===== src/rtl/hazard_sched.sv =====
// Hazard unit for a 5-stage pipeline: operand forwarding, load-use stall and branch flush.
// Forwarding is built only with HAZARD_FWD_EN; otherwise RAW hazards stall until the producer reaches W.
module hazard_sched (
  input  logic       clk,
  input  logic       reset,
  input  logic [4:0] rs1D,
  input  logic [4:0] rs2D,
  input  logic [4:0] rdD,
  input  logic       RegWriteD,
  input  logic       MemLoadD,
  input  logic       PCSrcE,
  output logic [1:0] ForwardAE,
  output logic [1:0] ForwardBE,
  output logic       StallF,
  output logic       StallD,
  output logic       FlushD,
  output logic       FlushE
);

  logic [4:0] rs1_e, rs2_e, rd_e;
  logic       reg_write_e, load_e;
  logic [4:0] rd_m;
  logic       reg_write_m;
  logic [4:0] rd_w;
  logic       reg_write_w;
  logic       hazard_stall;

  always_ff @(posedge clk) begin
    if (reset) begin
      rs1_e       <= '0;
      rs2_e       <= '0;
      rd_e        <= '0;
      reg_write_e <= 1'b0;
      load_e      <= 1'b0;
      rd_m        <= '0;
      reg_write_m <= 1'b0;
      rd_w        <= '0;
      reg_write_w <= 1'b0;
    end else begin
      if (FlushE) begin
        rs1_e       <= '0;
        rs2_e       <= '0;
        rd_e        <= '0;
        reg_write_e <= 1'b0;
        load_e      <= 1'b0;
      end else begin
        rs1_e       <= rs1D;
        rs2_e       <= rs2D;
        rd_e        <= rdD;
        reg_write_e <= RegWriteD;
        load_e      <= MemLoadD;
      end
      rd_m        <= rd_e;
      reg_write_m <= reg_write_e;
      rd_w        <= rd_m;
      reg_write_w <= reg_write_m;
    end
  end

`ifdef HAZARD_FWD_EN
  logic unused_shadow;
  assign unused_shadow = reg_write_e;

  // Memory-stage match wins over Writeback: it holds the younger value.
  always_comb begin
    ForwardAE = 2'b00;
    ForwardBE = 2'b00;
    if (rs1_e != '0 && reg_write_m && rs1_e == rd_m)
      ForwardAE = 2'b10;
    else if (rs1_e != '0 && reg_write_w && rs1_e == rd_w)
      ForwardAE = 2'b01;
    if (rs2_e != '0 && reg_write_m && rs2_e == rd_m)
      ForwardBE = 2'b10;
    else if (rs2_e != '0 && reg_write_w && rs2_e == rd_w)
      ForwardBE = 2'b01;
  end

  always_comb begin
    hazard_stall = load_e && (rd_e != '0) && (rd_e == rs1D || rd_e == rs2D);
  end
`else
  logic unused_shadow;
  assign unused_shadow = ^{rs1_e, rs2_e, load_e, rd_w, reg_write_w};

  assign ForwardAE = 2'b00;
  assign ForwardBE = 2'b00;

  // Register file is write-first, so a producer in W is already readable in D.
  always_comb begin
    hazard_stall = 1'b0;
    if (rs1D != '0 && ((reg_write_e && rs1D == rd_e) || (reg_write_m && rs1D == rd_m)))
      hazard_stall = 1'b1;
    if (rs2D != '0 && ((reg_write_e && rs2D == rd_e) || (reg_write_m && rs2D == rd_m)))
      hazard_stall = 1'b1;
  end
`endif

  // A taken branch makes the Decode instruction wrong-path, so the stall is dropped.
  always_comb begin
    StallF = hazard_stall & ~PCSrcE;
    StallD = hazard_stall & ~PCSrcE;
    FlushD = PCSrcE;
    FlushE = hazard_stall | PCSrcE;
  end

endmodule


===== config.mk =====
export PLATFORM = sky130hd
export DESIGN_NAME = hazard_sched
export DESIGN_NICKNAME = d
export VERILOG_FILES = /design/src/rtl/hazard_sched.sv
export SDC_FILE = /design/constraint.sdc
export NUM_CORES = 1
export LEC_CHECK = 0
export ABC_AREA = 1
export CAP_MARGIN = 20
export CORE_UTILIZATION = 43
export DETAILED_ROUTE_END_ITERATION = 10
export PLACE_DENSITY = 0.77
export SYNTH_ARGS = -nofsm -noshare
export SYNTH_HDL_FRONTEND = slang
export SYNTH_SLANG_ARGS = --single-unit

===== constraint.sdc =====
create_clock -name clk -period 1.8 [get_ports clk]
set_input_delay 0.36 -clock clk [delete_from_list [all_inputs] [get_ports clk]]
set_output_delay 0.36 -clock clk [all_outputs]
set_load 0.02 [all_outputs]

==> results of run 1 <==
-- cells by family after synthesis --
group	Yosys count	synth area share
AOI/OAI and AO/OA	6	0.0381
xor gates and xnor gates	1	0.0111
buffers and inverters	35	0.195
DFF	12	0.305
other	1	0.00476
and+or+nand+nor	85	0.446
-- worst min path at each step --
stage	slack [ns]	startpoint	to	cells after the start
after floorplan	0.41	reg_write_e	reg_write_m	2
after global placement	0.43	reg_write_e	reg_write_m	2
after detailed placement	0.43	reg_write_e	reg_write_m	2
after CTS	0.44	reg_write_e	reg_write_m	2
after global routing	0.48	reg_write_e	reg_write_m	2
final	0.45	reg_write_e	reg_write_m	2
-- power breakdown --
part | internal, mW | switching, mW | leakage, nW
sequential | 0.276 | 0.00820 | 0.102
combinational | 0.0767 | 0.0806 | 0.508
clock | 0.123 | 0.0986 | 0.0210
-- final cells by class --
class | count | area [µm²]
multi-input cells | 96 | 433
inverters | 29 | 109
well taps | 25 | 31.3
flip-flops and latches | 12 | 253
clock buffers | 4 | 36.3
repair buffers | 38 | 338
fillers | 155 | 527
-- critical path, stage by stage, from the launching register on --
cell and delay (ns):
sky130_fd_sc_hd__dfxtp_2 0.34, sky130_fd_sc_hd__inv_1 0.06, sky130_fd_sc_hd__nand2_1 0.05, sky130_fd_sc_hd__nand2_1 0.05, sky130_fd_sc_hd__nor2_1 0.13, sky130_fd_sc_hd__nand3_1 0.09, sky130_fd_sc_hd__nand2_1 0.08, sky130_fd_sc_hd__nand2_2 0.06
sky130_fd_sc_hd__nand2_2 0.06, sky130_fd_sc_hd__inv_2 0.05, sky130_fd_sc_hd__nor2_4 0.10, sky130_fd_sc_hd__buf_6 0.13
-- stage by stage --
stage / instances / utilization / TNS [ns]
after detailed placement: 196 / 0.635 / -2.43
after global placement: 196 / 0.635 / -2.29
after floorplan: 143 / - / 0
after CTS: 204 / 0.686 / -0.0702
final: 204 / 0.695 / -0.0987
after global routing: 204 / 0.695 / -0.342
-- state kept, by name, indices dropped and copies added, names as in the netlist --
name / cells
rd_e: 5
reg_write_e: 1
reg_write_m: 1
rd_m: 5
-- synthesized netlist by cell type --
master and n:
sky130_fd_sc_hd__nand2_2 1, sky130_fd_sc_hd__inv_1 24, sky130_fd_sc_hd__buf_4 6, sky130_fd_sc_hd__inv_2 5, sky130_fd_sc_hd__nor2_1 29, sky130_fd_sc_hd__o21ai_0 5
sky130_fd_sc_hd__dfxtp_1 12, sky130_fd_sc_hd__nand3_1 5, sky130_fd_sc_hd__nand4_4 1, sky130_fd_sc_hd__o21ai_1 1, sky130_fd_sc_hd__xor2_1 1, sky130_fd_sc_hd__conb_1 1
sky130_fd_sc_hd__nand4_1 1, sky130_fd_sc_hd__nor2_2 1, sky130_fd_sc_hd__nor3_1 1, sky130_fd_sc_hd__nand2_1 46
-- repair_timing --
action,4_1_cts,5_1_grt
resized for setup,52,18
pin swaps,12,15
setup buffers,4,0
setup endpoints to repair,4,3
hold endpoints to repair,0,0
-- routing by layer --
| layer | part of all wire | wire length [µm] |
|---|---|---|
| met1 | 0.40 | 813 |
| met5 | 0 | 0 |
| met4 | 0.0059 | 12 |
| met3 | 0.061 | 124 |
| met2 | 0.53 | 1070 |
==> run summary, run 1 <==
==========================================================================================
Most congested layer reported by global routing                                       met2
Sequential share of the synthesized area                                             0.305
Initial antenna violation count                                                          0
Vias                                                                                   917
Maximum resistive drop on vdd                                                     0.550 mV
Layout cell share with drive strength beyond 1                                       0.318
Die area                                                                          2010 µm²
Via count normalized by instance count                                                4.50
First-pass GRT wire length                                                         3.28 mm
Worst setup margin                                                              -0.0407 ns
Worst setup SP type                                                                   flop
Yosys top cell by area                                                        sky130_fd_sc_hd__dfxtp_1
Commonest cells after routing, fill and taps aside                            sky130_fd_sc_hd__nand2_1, sky130_fd_sc_hd__nor2_1, sky130_fd_sc_hd__inv_1, sky130_fd_sc_hd__buf_4, sky130_fd_sc_hd__inv_2
Area contributors post-synth                                                  sky130_fd_sc_hd__dfxtp_1, sky130_fd_sc_hd__nand2_1, sky130_fd_sc_hd__nor2_1
First drt pass iteration count                                                           4
Grt met3 use                                                                        0.0560
1st-iter DRT viols                                                                      39
Number of nets in the layout                                                           200
Max Fclk                                                                           543 MHz
Die width                                                                          44.8 µm
Critical path endpoint category                                                 output pin
Met1 track demand over resource in global routing                                    0.261
Clock tree root driver cell                                                   sky130_fd_sc_hd__clkbuf_4
Sum of routed wire length over all layers                                          2.02 mm
Post-Route Hold Slack                                                             0.445 ns
Min Clock Period, post-route                                                       1.84 ns
DRC violation count after routing                                                        0
Count of antenna diodes in the layout                                                    0
Unrepaired setup endpoints after global routing                                        yes
Tot GR Track Use                                                                     0.224
Final total power                                                                 0.663 mW
Most common cell after layout, fill and taps aside                            sky130_fd_sc_hd__nand2_1
CTS buffer count                                                                         3
Layout Cell Area excl Fill                                                        1200 µm²
Worst Path Max Fanout                                                                    3
Final hold violation count                                                               0
Synthesis-to-layout area growth                                                      52.2%
Post-detailed-placement cell area                                                 1100 µm²
H-Tree Level Count                                                                       1
Min-delay worst type                                                          flop to flop
Port bufs                                                                               22
Result of the run                                                             finished with violations
R2R setup slack                                                                    0.54 ns
Cts hold-fix bufs                                                                        0
Violations in the final reports                                               negative setup slack
Yosys warnings                                                                           0
Number of top-level pins                                                                28
Mean routed wirelength per cell                                                    9.89 µm
Final worst path period share                                                         1.02
Area of the mapped netlist                                                         788 µm²
Die Y                                                                              44.8 µm
Clock edge transition at the registers on the reported setup and hold paths        0.08 ns
Maximum number of pins on one net before global-route repair                             8
Top-area cell type share of the netlist area                                         0.305
Worst-case setup slack after placement                                           -0.829 ns
Launch point of the worst path                                                     rd_m[1]
Antenna-violating nets left                                                              0
Count of unique library cells instantiated by Yosys                                     16
Met2 usage in global routing                                                         0.409
Congestion Overflow GR                                                                   0
Endpoint of the worst setup timing path                                             StallD
Origin of the critical flop-to-flop path                                           rd_m[1]
Skew-Pair Late Insertion Delay                                                     0.27 ns
Number of flip-flops and latches in the synthesized netlist                             12
Starting utilization of the core area                                                0.457
Post-DP HPWL                                                                       1.48 mm
Max-slew violations                                                                      0
Via count of the first global-routing pass                                             831
Placement Rows                                                                          15
Max capacitance violation total                                                          0
Worst clock skew on the final layout                                           0.000721 ns
Reg-to-reg critical path endpoint                                                  rd_e[3]
Depth of the worst register-to-register path                                            10
Data arrival at the endpoint of the critical path                                  1.48 ns
Weighted congestion at the end of routability-driven global placement                0.915
Floorplan core area                                                               1730 µm²
Total of endpoints with negative setup slack in the final report                         3
Worst path required time                                                           1.44 ns
CTS sink cnt                                                                            12
Clock tree from TritonCTS                                                            built
PD cells                                                                        553 nW/µm²
Buffer depth of the longest clock path                                                   2
Leakage component of the power                                                    0.632 nW
Cells after Synth                                                                      140
Worst Path Class, Setup                                                       flop to output pin
Post-Synthesis Mean Instance Area                                                 5.63 µm²
==========================================================================================
Note: power is estimated with default switching activity, not from simulation.
==> run 2, diff against run 1 <==
--- a/config.mk
+++ b/config.mk
@@ -7,6 +7,7 @@
 export LEC_CHECK = 0
 export ABC_AREA = 1
 export CAP_MARGIN = 20
+export CORE_MARGIN = 5
 export CORE_UTILIZATION = 43
 export DETAILED_ROUTE_END_ITERATION = 10
 export PLACE_DENSITY = 0.77
==> run 2 against run 1 <==
The run still ends with negative setup slack left. Highest routed layer unchanged. Sequential share of layout area up 0.82 points. Largest power group unchanged. Clock skew up 0.0031 ns. Worst hold slack better by 0.022 ns.
==> run summary, run 2 (synthesized netlist as in run 1, its figures left out) <==
==========================================================================================
Post-DP HPWL                                                                       1.67 mm
H-Tree Level Count                                                                       1
Data arrival at the endpoint of the critical path                                  1.48 ns
Clock network power share                                                            0.339
Worst clock skew on the final layout                                            0.00378 ns
Floorplan core area                                                               1730 µm²
Weighted congestion at the end of routability-driven global placement                0.852
Final hold violation count                                                               0
Tot GR Track Use                                                                     0.171
Final total power                                                                 0.653 mW
Critical path depth                                                                     11
Depth of the worst register-to-register path                                            10
Switching power                                                                   0.184 mW
Clock tree from TritonCTS                                                            built
Launch point of the worst path                                                     rs2D[3]
Max Fclk                                                                           544 MHz
Number of top-level pins                                                                28
Count of antenna diodes in the layout                                                    0
Total of endpoints with negative setup slack in the final report                         3
Ordered list of cells on the worst path                                       dlygate4sd2_1, inv_1, o21ai_0, nor2_1, nand3_1, nand2_1, nand2_2, nand2_2, inv_2, nor2_4, buf_6
Layout Cell Area excl Fill                                                        1150 µm²
Most common cell after layout, fill and taps aside                            sky130_fd_sc_hd__nand2_1
First drt pass iteration count                                                           4
Origin of the critical flop-to-flop path                                           rd_m[4]
Number of nets in the layout                                                           196
CTS sink cnt                                                                            12
Worst setup margin                                                              -0.0397 ns
Max capacitance violation total                                                          0
Highest cell delay on the worst timing path                                        0.26 ns
Port bufs                                                                               22
Layout cell share with drive strength beyond 1                                       0.280
Antenna-violating nets left                                                              0
Design internal power                                                             0.469 mW
Comb power frac                                                                      0.226
Min-delay worst type                                                          flop to flop
Clock edge transition at the registers on the reported setup and hold paths        0.08 ns
Fillcell total                                                                         154
Worst setup SP type                                                              input pin
Critical path endpoint category                                                 output pin
Synthesis-to-layout area growth                                                      46.5%
Worst path required time                                                           1.44 ns
Max-slew violations                                                                      0
Endpoint of the worst setup timing path                                             StallD
Sequential cell area                                                               253 µm²
Maximum number of pins on one net before global-route repair                             8
Starting utilization of the core area                                                0.457
Post-detailed-placement cell area                                                 1070 µm²
Library cell appearing most often on the critical path                        sky130_fd_sc_hd__nand2_2
Cts hold-fix bufs                                                                        0
Worst Path Buf+Inv                                                                       4
Placement Rows                                                                          15
Initial antenna violation count                                                          0
Sum of routed wire length over all layers                                          2.13 mm
Switching power share of the total                                                   0.281
Result of the run                                                             finished with violations
CP delay by family, top                                                       buffers and inverters
Congestion Overflow GR                                                                   0
Share of power burned in registers                                                   0.435
Die area                                                                          2790 µm²
DRC violation count after routing                                                        0
Worst Path Class, Setup                                                       input pin to output pin
Die width                                                                          52.8 µm
Die Y                                                                              52.8 µm
CTS buffer count                                                                         3
Unrepaired setup endpoints after global routing                                        yes
Via count normalized by instance count                                                4.59
Violations in the final reports                                               negative setup slack
Mean routed wirelength per cell                                                    10.7 µm
Commonest cells after routing, fill and taps aside                            sky130_fd_sc_hd__nand2_1, sky130_fd_sc_hd__nor2_1, sky130_fd_sc_hd__inv_1, sky130_fd_sc_hd__inv_2, sky130_fd_sc_hd__buf_4
Via count of the first global-routing pass                                             865
First-pass GRT wire length                                                         3.44 mm
Worst Path Max Fanout                                                                    3
Maximum resistive drop on vdd                                                     0.495 mV
Reg-to-reg critical path endpoint                                                  rd_e[2]
Biggest regs                                                                  rd_e x5, rd_m x5
1st-iter DRT viols                                                                      21
Leakage component of the power                                                    0.610 nW
Vias                                                                                   918
Final worst path period share                                                         1.02
Multi-input logic area                                                             420 µm²
PD cells                                                                        565 nW/µm²
Clock tree root driver cell                                                   sky130_fd_sc_hd__clkbuf_4
Cell with the largest stage delay on the worst path                           sky130_fd_sc_hd__dlygate4sd2_1
Skew-Pair Late Insertion Delay                                                     0.28 ns
Buffer depth of the longest clock path                                                   2
Final standard cell utilization of the core                                          0.669
R2R setup slack                                                                    0.54 ns
Worst-case setup slack after placement                                           -0.791 ns
Min Clock Period, post-route                                                       1.84 ns
==========================================================================================
==> run 2: worst min path at each step <==
stage | slack, ns | start | cells after the start | end
final | 0.47 | reg_write_e | 2 | reg_write_m
after CTS | 0.45 | reg_write_e | 2 | reg_write_m
after global routing | 0.50 | rd_e[1] | 2 | rd_m[1]
after detailed placement | 0.44 | reg_write_e | 2 | reg_write_m
after floorplan | 0.41 | reg_write_e | 2 | reg_write_m
after global placement | 0.43 | reg_write_e | 2 | reg_write_m
==> run 2: power by group through the flow <==
stage | Sequential [mW] | Clock [mW] | Combinational, mW
2_1_floorplan | 0.286 | 0 | 0.0757
3_3_place_gp | 0.288 | 0 | 0.141
3_5_place_dp | 0.288 | 0 | 0.146
5_1_grt | 0.285 | 0.243 | 0.164
6_report | 0.284 | 0.221 | 0.148
4_1_cts | 0.283 | 0.225 | 0.143
==> run 2: stage by stage <==
step           cells  setup TNS, ns  hold slack [ns]
6_report         200        -0.0892            0.467
5_1_grt          200         -0.408            0.496
4_1_cts          200         -0.100            0.452
3_5_place_dp     193          -2.49            0.439
3_3_place_gp     193          -2.23            0.429
2_1_floorplan    143              0            0.413
==> run 2: cell type report <==
class / instances / share of cell area
Clock buffer: 4 / 0.0314
Timing Repair Buffer: 34 / 0.264
Sequential cell: 12 / 0.219
Inverter: 29 / 0.0943
Multi-Input combinational cell: 96 / 0.364
Tap cell: 25 / 0.0271
==> run 2: worst register-to-register path, delay by kind of cell (launching register included) <==
family | cells | cell delay [ns]
simple gates | 8 | 0.60
buf+inv | 2 | 0.21
flops | 1 | 0.34
==> run 2: per-layer routing <==
layer  track usage  part of all wire  vias to the layer above
met2         0.318              0.55                       37
met1         0.174              0.35                      402
li1              -                 -                      471
met5             0                 0                        -
met4        0.0979             0.027                        0
met3        0.0342             0.075                        8
==> run 2: what timing repair did <==
action / in CTS / in global routing
gates resized for setup: 49 / 10
pin swaps: 14 / 9
buffers inserted: 3 / 0
endpoints found under the hold margin: 0 / 0
endpoints found under the setup margin: 4 / 3
